**config.mk**
```make
export PLATFORM = sky130hd
export DESIGN_NAME = pll_reconfig_ctrl
export DESIGN_NICKNAME = d
export VERILOG_FILES = /design/src/rtl/pll_reconfig_ctrl.sv
export SDC_FILE = /design/constraint.sdc
export NUM_CORES = 1
export LEC_CHECK = 0
export BUFFER_PORTS_ARGS = -buffer_cell sky130_fd_sc_hd__buf_4
export CAP_MARGIN = 20
export CORE_MARGIN = 4
export CORE_UTILIZATION = 45
export DETAILED_ROUTE_END_ITERATION = 10
export PLACE_DENSITY = 0.69
export SLEW_MARGIN = 20
export SYNTH_ARGS = -nofsm -noshare
export SYNTH_HDL_FRONTEND = slang
export SYNTH_SLANG_ARGS = --single-unit
```
**constraint.sdc**
```tcl
create_clock -name clkin -period 4.8 [get_ports clkin]
set_input_delay 0.48 -clock clkin [delete_from_list [all_inputs] [get_ports clkin]]
set_output_delay 0.48 -clock clkin [all_outputs]
set_load 0.05 [all_outputs]
```
**src/rtl/pll_reconfig_ctrl.sv**
```systemverilog
// Bring-up, reconfiguration and lock supervision sequencer for the Gowin rPLL.
// Holds the divider/duty/phase codes and drives RESET around every (re)lock attempt.
module pll_reconfig_ctrl #(
    parameter int         RST_CYCLES    = 16,
    parameter int         LOCK_TIMEOUT  = 65536,
    parameter int         STABLE_CYCLES = 256,
    parameter int         MAX_RETRIES   = 3,
    parameter logic [5:0] DEF_IDSEL     = 6'd0,
    parameter logic [5:0] DEF_FBDSEL    = 6'd0,
    parameter logic [5:0] DEF_ODSEL     = 6'd0,
    parameter logic [3:0] DEF_PSDA      = 4'd0,
    parameter logic [3:0] DEF_DUTYDA    = 4'd8
) (
    input  logic       clkin,
    input  logic       reset,
    input  logic       cfg_valid,
    output logic       cfg_ready,
    input  logic [5:0] cfg_idsel,
    input  logic [5:0] cfg_fbdsel,
    input  logic [5:0] cfg_odsel,
    input  logic [3:0] cfg_psda,
    input  logic [3:0] cfg_dutyda,
    input  logic       pll_lock,
    output logic       pll_reset,
    output logic [5:0] pll_idsel,
    output logic [5:0] pll_fbdsel,
    output logic [5:0] pll_odsel,
    output logic [3:0] pll_psda,
    output logic [3:0] pll_dutyda,
    output logic       locked,
    output logic       busy,
    output logic       err_fail,
    output logic [7:0] loss_cnt
);
    localparam int RW = $clog2(RST_CYCLES + 1);
    localparam int WW = $clog2(LOCK_TIMEOUT + 1);
    localparam int SW = $clog2(STABLE_CYCLES + 1);
    localparam int TW = $clog2(MAX_RETRIES + 1);
    localparam logic [RW-1:0] RST_LAST  = RW'(RST_CYCLES - 1);
    localparam logic [WW-1:0] WAIT_LAST = WW'(LOCK_TIMEOUT - 1);
    localparam logic [SW-1:0] STAB_LAST = SW'(STABLE_CYCLES - 1);
    localparam logic [TW-1:0] RETRY_MAX = TW'(MAX_RETRIES);
    localparam logic [25:0]   CFG_DEF   = {DEF_IDSEL, DEF_FBDSEL, DEF_ODSEL, DEF_PSDA, DEF_DUTYDA};

    typedef enum logic [2:0] {
        S_ASSERT_RST, S_WAIT_LOCK, S_STABLE, S_LOCKED, S_FAIL
    } state_t;

    state_t        state_q, state_d;
    logic [RW-1:0] rst_cnt_q, rst_cnt_d;
    logic [WW-1:0] wait_cnt_q, wait_cnt_d;
    logic [SW-1:0] stab_cnt_q, stab_cnt_d;
    logic [TW-1:0] retry_cnt_q, retry_cnt_d;
    logic [7:0]    loss_cnt_q, loss_cnt_d;
    logic [25:0]   cfg_q, cfg_d;
    logic [1:0]    sync_q, sync_d;
    logic          lock_s, accept;

    always_ff @(posedge clkin or posedge reset) begin
        if (reset) begin
            state_q     <= S_ASSERT_RST;
            rst_cnt_q   <= '0;
            wait_cnt_q  <= '0;
            stab_cnt_q  <= '0;
            retry_cnt_q <= '0;
            loss_cnt_q  <= '0;
            cfg_q       <= CFG_DEF;
            sync_q      <= '0;
        end else begin
            state_q     <= state_d;
            rst_cnt_q   <= rst_cnt_d;
            wait_cnt_q  <= wait_cnt_d;
            stab_cnt_q  <= stab_cnt_d;
            retry_cnt_q <= retry_cnt_d;
            loss_cnt_q  <= loss_cnt_d;
            cfg_q       <= cfg_d;
            sync_q      <= sync_d;
        end
    end

    assign lock_s = sync_q[1];
    assign accept = cfg_valid & cfg_ready;

    always_comb begin
        state_d     = state_q;
        rst_cnt_d   = rst_cnt_q;
        wait_cnt_d  = wait_cnt_q;
        stab_cnt_d  = stab_cnt_q;
        retry_cnt_d = retry_cnt_q;
        loss_cnt_d  = loss_cnt_q;
        cfg_d       = cfg_q;
        sync_d      = {sync_q[0], pll_lock};
        case (state_q)
            S_ASSERT_RST: begin
                if (rst_cnt_q == RST_LAST) begin
                    state_d    = S_WAIT_LOCK;
                    rst_cnt_d  = '0;
                    wait_cnt_d = '0;
                end else begin
                    rst_cnt_d = rst_cnt_q + RW'(1);
                end
            end
            S_WAIT_LOCK: begin
                // lock is checked first so a lock arriving on the last timer cycle still counts
                if (lock_s) begin
                    state_d    = S_STABLE;
                    stab_cnt_d = '0;
                end else if (wait_cnt_q == WAIT_LAST) begin
                    retry_cnt_d = retry_cnt_q + TW'(1);
                    rst_cnt_d   = '0;
                    state_d     = (retry_cnt_d == RETRY_MAX) ? S_FAIL : S_ASSERT_RST;
                end else begin
                    wait_cnt_d = wait_cnt_q + WW'(1);
                end
            end
            S_STABLE: begin
                // a dropout resumes the attempt's timer rather than granting a fresh window
                if (!lock_s) begin
                    state_d    = S_WAIT_LOCK;
                    stab_cnt_d = '0;
                end else if (stab_cnt_q == STAB_LAST) begin
                    state_d = S_LOCKED;
                end else begin
                    stab_cnt_d = stab_cnt_q + SW'(1);
                end
            end
            S_LOCKED: begin
                retry_cnt_d = '0;
                if (!lock_s) begin
                    if (loss_cnt_q != 8'hFF) loss_cnt_d = loss_cnt_q + 8'd1;
                    rst_cnt_d = '0;
                    state_d   = S_ASSERT_RST;
                end
            end
            S_FAIL: ;
            default: state_d = S_ASSERT_RST;
        endcase
        if (accept) begin
            cfg_d       = {cfg_idsel, cfg_fbdsel, cfg_odsel, cfg_psda, cfg_dutyda};
            state_d     = S_ASSERT_RST;
            rst_cnt_d   = '0;
            retry_cnt_d = '0;
            loss_cnt_d  = loss_cnt_q;
        end
    end

    assign pll_reset  = (state_q == S_ASSERT_RST) || (state_q == S_FAIL);
    assign locked     = (state_q == S_LOCKED);
    assign busy       = (state_q == S_ASSERT_RST) || (state_q == S_WAIT_LOCK) || (state_q == S_STABLE);
    assign cfg_ready  = (state_q == S_LOCKED) || (state_q == S_FAIL);
    assign err_fail   = (state_q == S_FAIL);
    assign loss_cnt   = loss_cnt_q;
    assign pll_idsel  = cfg_q[25:20];
    assign pll_fbdsel = cfg_q[19:14];
    assign pll_odsel  = cfg_q[13:8];
    assign pll_psda   = cfg_q[7:4];
    assign pll_dutyda = cfg_q[3:0];
endmodule

```
==> impl_metrics.json, run 1 <==
{
  "outcome": "completed",
  "rsz0062_at_grt": "no",
  "synth-edff-count": 0,
  "synth_warnings": 0,
  "synth_most_common_cell": "dfrtp_1",
  "h-tree-depth": 3,
  "first_iter_violations": 76,
  "grt_pass1_vias": 2487,
  "worst_slew_pin_slew_ns": 1.05,
  "timing.fmax_mhz": 318,
  "skew_ns": 0.0135,
  "critPathRequiredTime_ns": 5.04,
  "grt_first_pass_wirelength_mm": 11.4,
  "finalSetupTns_ns": 0,
  "cp-end-kind": "register",
  "antennaDiodeCount": 0,
  "finalWirelength_mm": 7.07,
  "gp_congestion": 0.774,
  "synth.largest_area_cell": "dfrtp_1",
  "syn_area_um2": 3530,
  "synth_area_leaders": "dfrtp_1 50%, mux2_2 9.3%, a21oi_1 3.4%, o31ai_1 2.6%, ha_1 2.5%",
  "cts.path.max_buffers": 2,
  "wl_per_cell_um": 14.3,
  "synth_top_area_frac": 0.504,
  "cts_tree": "yes",
  "vias": 2684,
  "viasPerCell": 5.41,
  "syn_inst": 327,
  "reg2reg_slack_ns": 1.65,
  "ios": 69,
  "min_path_type": "in -> reg",
  "criticalPathCategory": "reg -> reg",
  "startpoint_type": "register",
  "dpl.hpwl_mm": 4.95,
  "holdBufCountCts": 0,
  "finalSetupViolations": 0,
  "synth-seq-area-share": 0.511,
  "dieWidth_um": 96.6,
  "start_util": 0.459,
  "grtUsageTotal": 0.156,
  "clock_latency_ns": 0.35,
  "fin_total_pwr_mw": 2.48,
  "dieArea_um2": 9320,
  "worstPathArrival_ns": 3.38,
  "cap_viol_max_count": 0,
  "synth_nets": 364,
  "first_pass_iters": 4,
  "rows": 32,
  "cts_setup_buffers": 0,
  "whs_ns": 0.249,
  "area_delta_synth_final_pct": 20.6,
  "numClockSinks": 72,
  "coreArea_um2": 7690,
  "fin_crit_ns": 3.15,
  "syn-mean-instance-area_um2": 10.8,
  "fillers": 668,
  "post_cts_resized": 0,
  "antenna_found_initial": 0,
  "worstPathMaxFanout": 32,
  "drive_above_1_share": 0.307,
  "gr-total-overflow": 0,
  "cts_buffers": 9,
  "final_nets": 426,
  "max_slew_margin": 0.299,
  "vdd_ir_drop_max_mv": 0.434,
  "synthArstFlopShare": 1.00,
  "port_buffers": 68,
  "die_y_um": 96.6,
  "hold_viol": 0,
  "ys_seq_elements": 72,
  "post-route-cell-area_um2": 4260,
  "placed_area_um2": 4070,
  "drv_slew": 0,
  "cts_root_buf": "clkbuf_8",
  "grt_max_degree": 44,
  "clk_pin_slew_worst_paths_ns": 0.08,
  "powerDensity_nw_per_um2": 582,
  "post-route-period-util": 0.655,
  "drc_errors": 0,
  "synth_common_cells": "71 x dfrtp_1, 29 x mux2_2, 24 x a21oi_1",
  "yosysUniqueCellTypes": 53,
  "ant_nets": 0,
  "synth_ff_type": "dfrtp_1",
  "power_leakage_nw": 1.93
}
==> state kept, by name, summed over array words and instances (netlist names) <==
register / cells
rst_cnt_q: 5
retry_cnt_q: 2
state_q: 3
cfg_q: 26
sync_q: 2
loss_cnt: 8
stab_cnt_q: 9
wait_cnt_q: 17
==> layer usage <==
metal | global-route usage | up-vias | part of all wire
met5 | 0 | - | 0
met4 | 0.0537 | 0 | 0.018
met3 | 0.0411 | 11 | 0.046
met2 | 0.243 | 56 | 0.48
met1 | 0.210 | 1292 | 0.45
li1 | - | 1325 | -
==> final timing paths <==
check / startpoint / to / cells past startpoint
max in group asynchronous: reset / wait_cnt_q[16] / 3
hold reg to reg: sync_q[0] / sync_q[1] / 0
setup / recovery: wait_cnt_q[2] / wait_cnt_q[15] / 8
setup reg to reg: wait_cnt_q[2] / wait_cnt_q[15] / 8
min in group asynchronous: reset / wait_cnt_q[12] / 2
hold / removal: pll_lock / sync_q[0] / 1
==> cell usage in the layout, fill, tap and decap left out, types with 2 or more instances in the layout <==
cell        instances
a21boi_0            2
a21oi_1            24
a31oi_1             6
and2_1              3
and3b_1             2
and4_1              2
buf_4              69
clkbuf_1            2
clkbuf_8            9
clkinvlp_4          2
dfrtp_1            71
ha_1                7
inv_1              11
mux2_2             29
nand2_1            19
nand2b_1            3
nand3_1            14
nand3b_1            2
nand4_1             8
nor2_1             13
nor2b_1             3
nor3_1              6
nor3b_1             4
nor4_1              4
o21ai_0            16
o31ai_1            12
or3_1               9
or4_1              10
xor2_1              6
==> through the flow <==
| step | util | worst slack [ns] | cells |
|---|---|---|---|
| 3_5_place_dp | 0.529 | 1.68 | 480 |
| 2_1_floorplan | - | 1.74 | 327 |
| 4_1_cts | 0.554 | 1.68 | 496 |
| 6_report | 0.554 | 1.65 | 496 |
| 5_1_grt | 0.554 | 1.33 | 496 |
| 3_3_place_gp | 0.529 | 1.85 | 480 |
==> worst max-delay path, cell delays in order (launching register included) <==
cell     delay [ns]
dfrtp_1        0.41
and4_1         0.28
nand3_1        0.27
nor4_1         0.38
ha_1           0.25
nor2_1         0.08
a22oi_2        0.87
nor4_1         0.18
mux2_2         0.32
==> final cells by class <==
class	count	area, um^2	share of cell area
timing repair buffer	69	518	0.122
sequential	72	1800	0.424
multi-input combinational	225	1570	0.369
inverter	12	45.0	0.0106
clock inverter	5	58.8	0.0138
tap	102	128	0.0300
clock buffer	11	131	0.0309
==> logic make-up (layout without fill, tap and decap cells) <==
logic type / Yosys count / count (layout) / synth area share
buffers and inverters: 30 / 97 / 0.0433
multiplexers: 30 / 30 / 0.0954
adder cells (fa/ha/maj): 7 / 7 / 0.0248
XOR/XNOR: 7 / 7 / 0.0174
flip-flops: 72 / 72 / 0.511
AND/OR/NAND/NOR: 112 / 112 / 0.187
AO/OA/AOI/OAI: 69 / 69 / 0.121
==> power by group <==
part           internal [mW]  switching [mW]
combinational          0.374           0.719
clock                  0.240           0.225
sequential             0.777           0.142
total                   1.39            1.09
(Power assumes the default switching activity.)
==> run 2, diff against run 1 <==
PLACE_DENSITY = 0.72   (was 0.69)
clock period = 2.7 ns   (was 4.8 ns; I/O delays follow)
==> run 2 against run 1 <==
Sequential share of layout area fell by 0.66 points. Maximum frequency rose by 33%. Die area did not move. Sequential power up 77%. Non-clock buffer count is 6 higher. Critical path type unchanged. Critical path depth stayed put. Clock skew up 0.00094 ns. Setup slack got worse by 1.3 ns.
==> impl_metrics.json, run 2 (same netlist as run 1, synthesis figures left out) <==
{
  "post_cts_resized": 0,
  "largest_reg_flops": 26,
  "finalSetupTns_ns": 0,
  "dieWidth_um": 96.6,
  "power_leakage_nw": 1.97,
  "antennaDiodeCount": 0,
  "whs_path_depth": 1,
  "worst_slew_pin_slew_ns": 0.734,
  "fin_crit_ns": 2.36,
  "numClockSinks": 72,
  "finalWirelength_mm": 7.23,
  "vdd_ir_drop_max_mv": 0.534,
  "timing.fmax_mhz": 423,
  "gr-total-overflow": 0,
  "cts.path.max_buffers": 2,
  "criticalPathCategory": "reg -> reg",
  "drive_above_1_share": 0.328,
  "rows": 32,
  "cp-end-kind": "register",
  "antenna_found_initial": 0,
  "gp_congestion": 0.765,
  "layout_commonest_cell": "buf_4",
  "cts_root_buf": "clkbuf_8",
  "fin_util": 0.563,
  "drv_slew": 0,
  "reg2reg_slack_ns": 0.34,
  "wl_per_cell_um": 14.4,
  "dieArea_um2": 9320,
  "first_pass_iters": 6,
  "reg_top3": "cfg_q: 26 flops, wait_cnt_q: 17 flops, stab_cnt_q: 9 flops",
  "regMostFlops": "cfg_q",
  "ios": 69,
  "max_slew_margin": 0.510,
  "finalSetupViolations": 0,
  "post-route-period-util": 0.875,
  "rr_worst_depth": 8,
  "post-route-cell-area_um2": 4320,
  "cap_viol_max_count": 0,
  "vias": 2730,
  "ant_nets": 0,
  "multi_input_area_um2": 1580,
  "min_path_type": "in -> reg",
  "h-tree-depth": 3,
  "powerDensity_nw_per_um2": 1020,
  "skew_ns": 0.0144,
  "port_buffers": 68,
  "min_to": "sync_q[0]",
  "fillers": 668,
  "startpoint_type": "register",
  "critPathRequiredTime_ns": 2.98,
  "fin_total_pwr_mw": 4.43,
  "viasPerCell": 5.44,
  "whs_ns": 0.0266,
  "area_delta_synth_final_pct": 22.6,
  "final_cell_mix": "74 x buf_4, 71 x dfrtp_1, 29 x mux2_2, 24 x a21oi_1, 19 x nand2_1",
  "grtUsageTotal": 0.161,
  "cts_setup_buffers": 0,
  "placed_area_um2": 4130,
  "start_util": 0.459,
  "outcome": "completed",
  "grt_max_degree": 40,
  "hold_viol": 0,
  "r2r-start": "wait_cnt_q[2]",
  "worstHoldStart": "pll_lock",
  "cts_tree": "yes",
  "area.sequential_um2": 1800,
  "dpl.hpwl_mm": 5.22,
  "clock_latency_ns": 0.35,
  "first_iter_violations": 151,
  "drc_errors": 0,
  "holdBufCountCts": 0,
  "rsz0062_at_grt": "no",
  "grt_first_pass_wirelength_mm": 11.7,
  "worstPathMaxFanout": 6,
  "coreArea_um2": 7690,
  "die_y_um": 96.6,
  "worstPathArrival_ns": 2.64,
  "grt_pass1_vias": 2631,
  "clk_pin_slew_worst_paths_ns": 0.08,
  "timing.rr.end": "rst_cnt_q[1]",
  "final_nets": 432,
  "cts_buffers": 9
}
-- run 2: report_power, final --
group | switching (mW) | internal (mW)
clock network | 0.417 | 0.388
logic | 1.29 | 0.693
registers | 0.253 | 1.38
total | 1.96 | 2.46
-- run 2: metal layers --
layer / part of all wire / track usage / up-vias
met5: 0 / 0 / -
met4: 0.019 / 0.0596 / 0
met3: 0.044 / 0.0542 / 14
met2: 0.50 / 0.258 / 59
met1: 0.43 / 0.201 / 1321
li1: - / - / 1336
-- run 2: layout make-up --
type,count,share of cell area
inverters,12,0.0104
repair buffers,75,0.133
clock inverters,5,0.00897
flip-flops and latches,72,0.417
multi-input cells,225,0.366
well taps,102,0.0295
clock buffers,11,0.0350
-- run 2: worst max path at each step --
stage,end,startpoint,cells after the start,slack (ns)
6_report,rst_cnt_q[1],wait_cnt_q[2],8,0.34
5_1_grt,rst_cnt_q[1],wait_cnt_q[2],8,0.05
4_1_cts,rst_cnt_q[4],wait_cnt_q[2],8,0.18
3_5_place_dp,rst_cnt_q[1],wait_cnt_q[2],8,0.19
3_3_place_gp,rst_cnt_q[4],wait_cnt_q[2],8,0.32
2_1_floorplan,cfg_q[0],state_q[1],6,0.20
-- run 2: through the flow --
step	setup WS (ns)	instances
after floorplan	0.201	327
final	0.337	502
after CTS	0.177	502
after global routing	0.0550	502
after global placement	0.315	486
after detailed placement	0.194	486
-- run 2: worst max-delay path, cell delays in order, from the launching register on --
cell,delay [ns]
dfrtp_1,0.41
and4_1,0.30
nand3_1,0.12
nor4_1,0.31
ha_1,0.25
nor2b_1,0.21
nor3_1,0.09
o31ai_2,0.36
mux2i_1,0.23
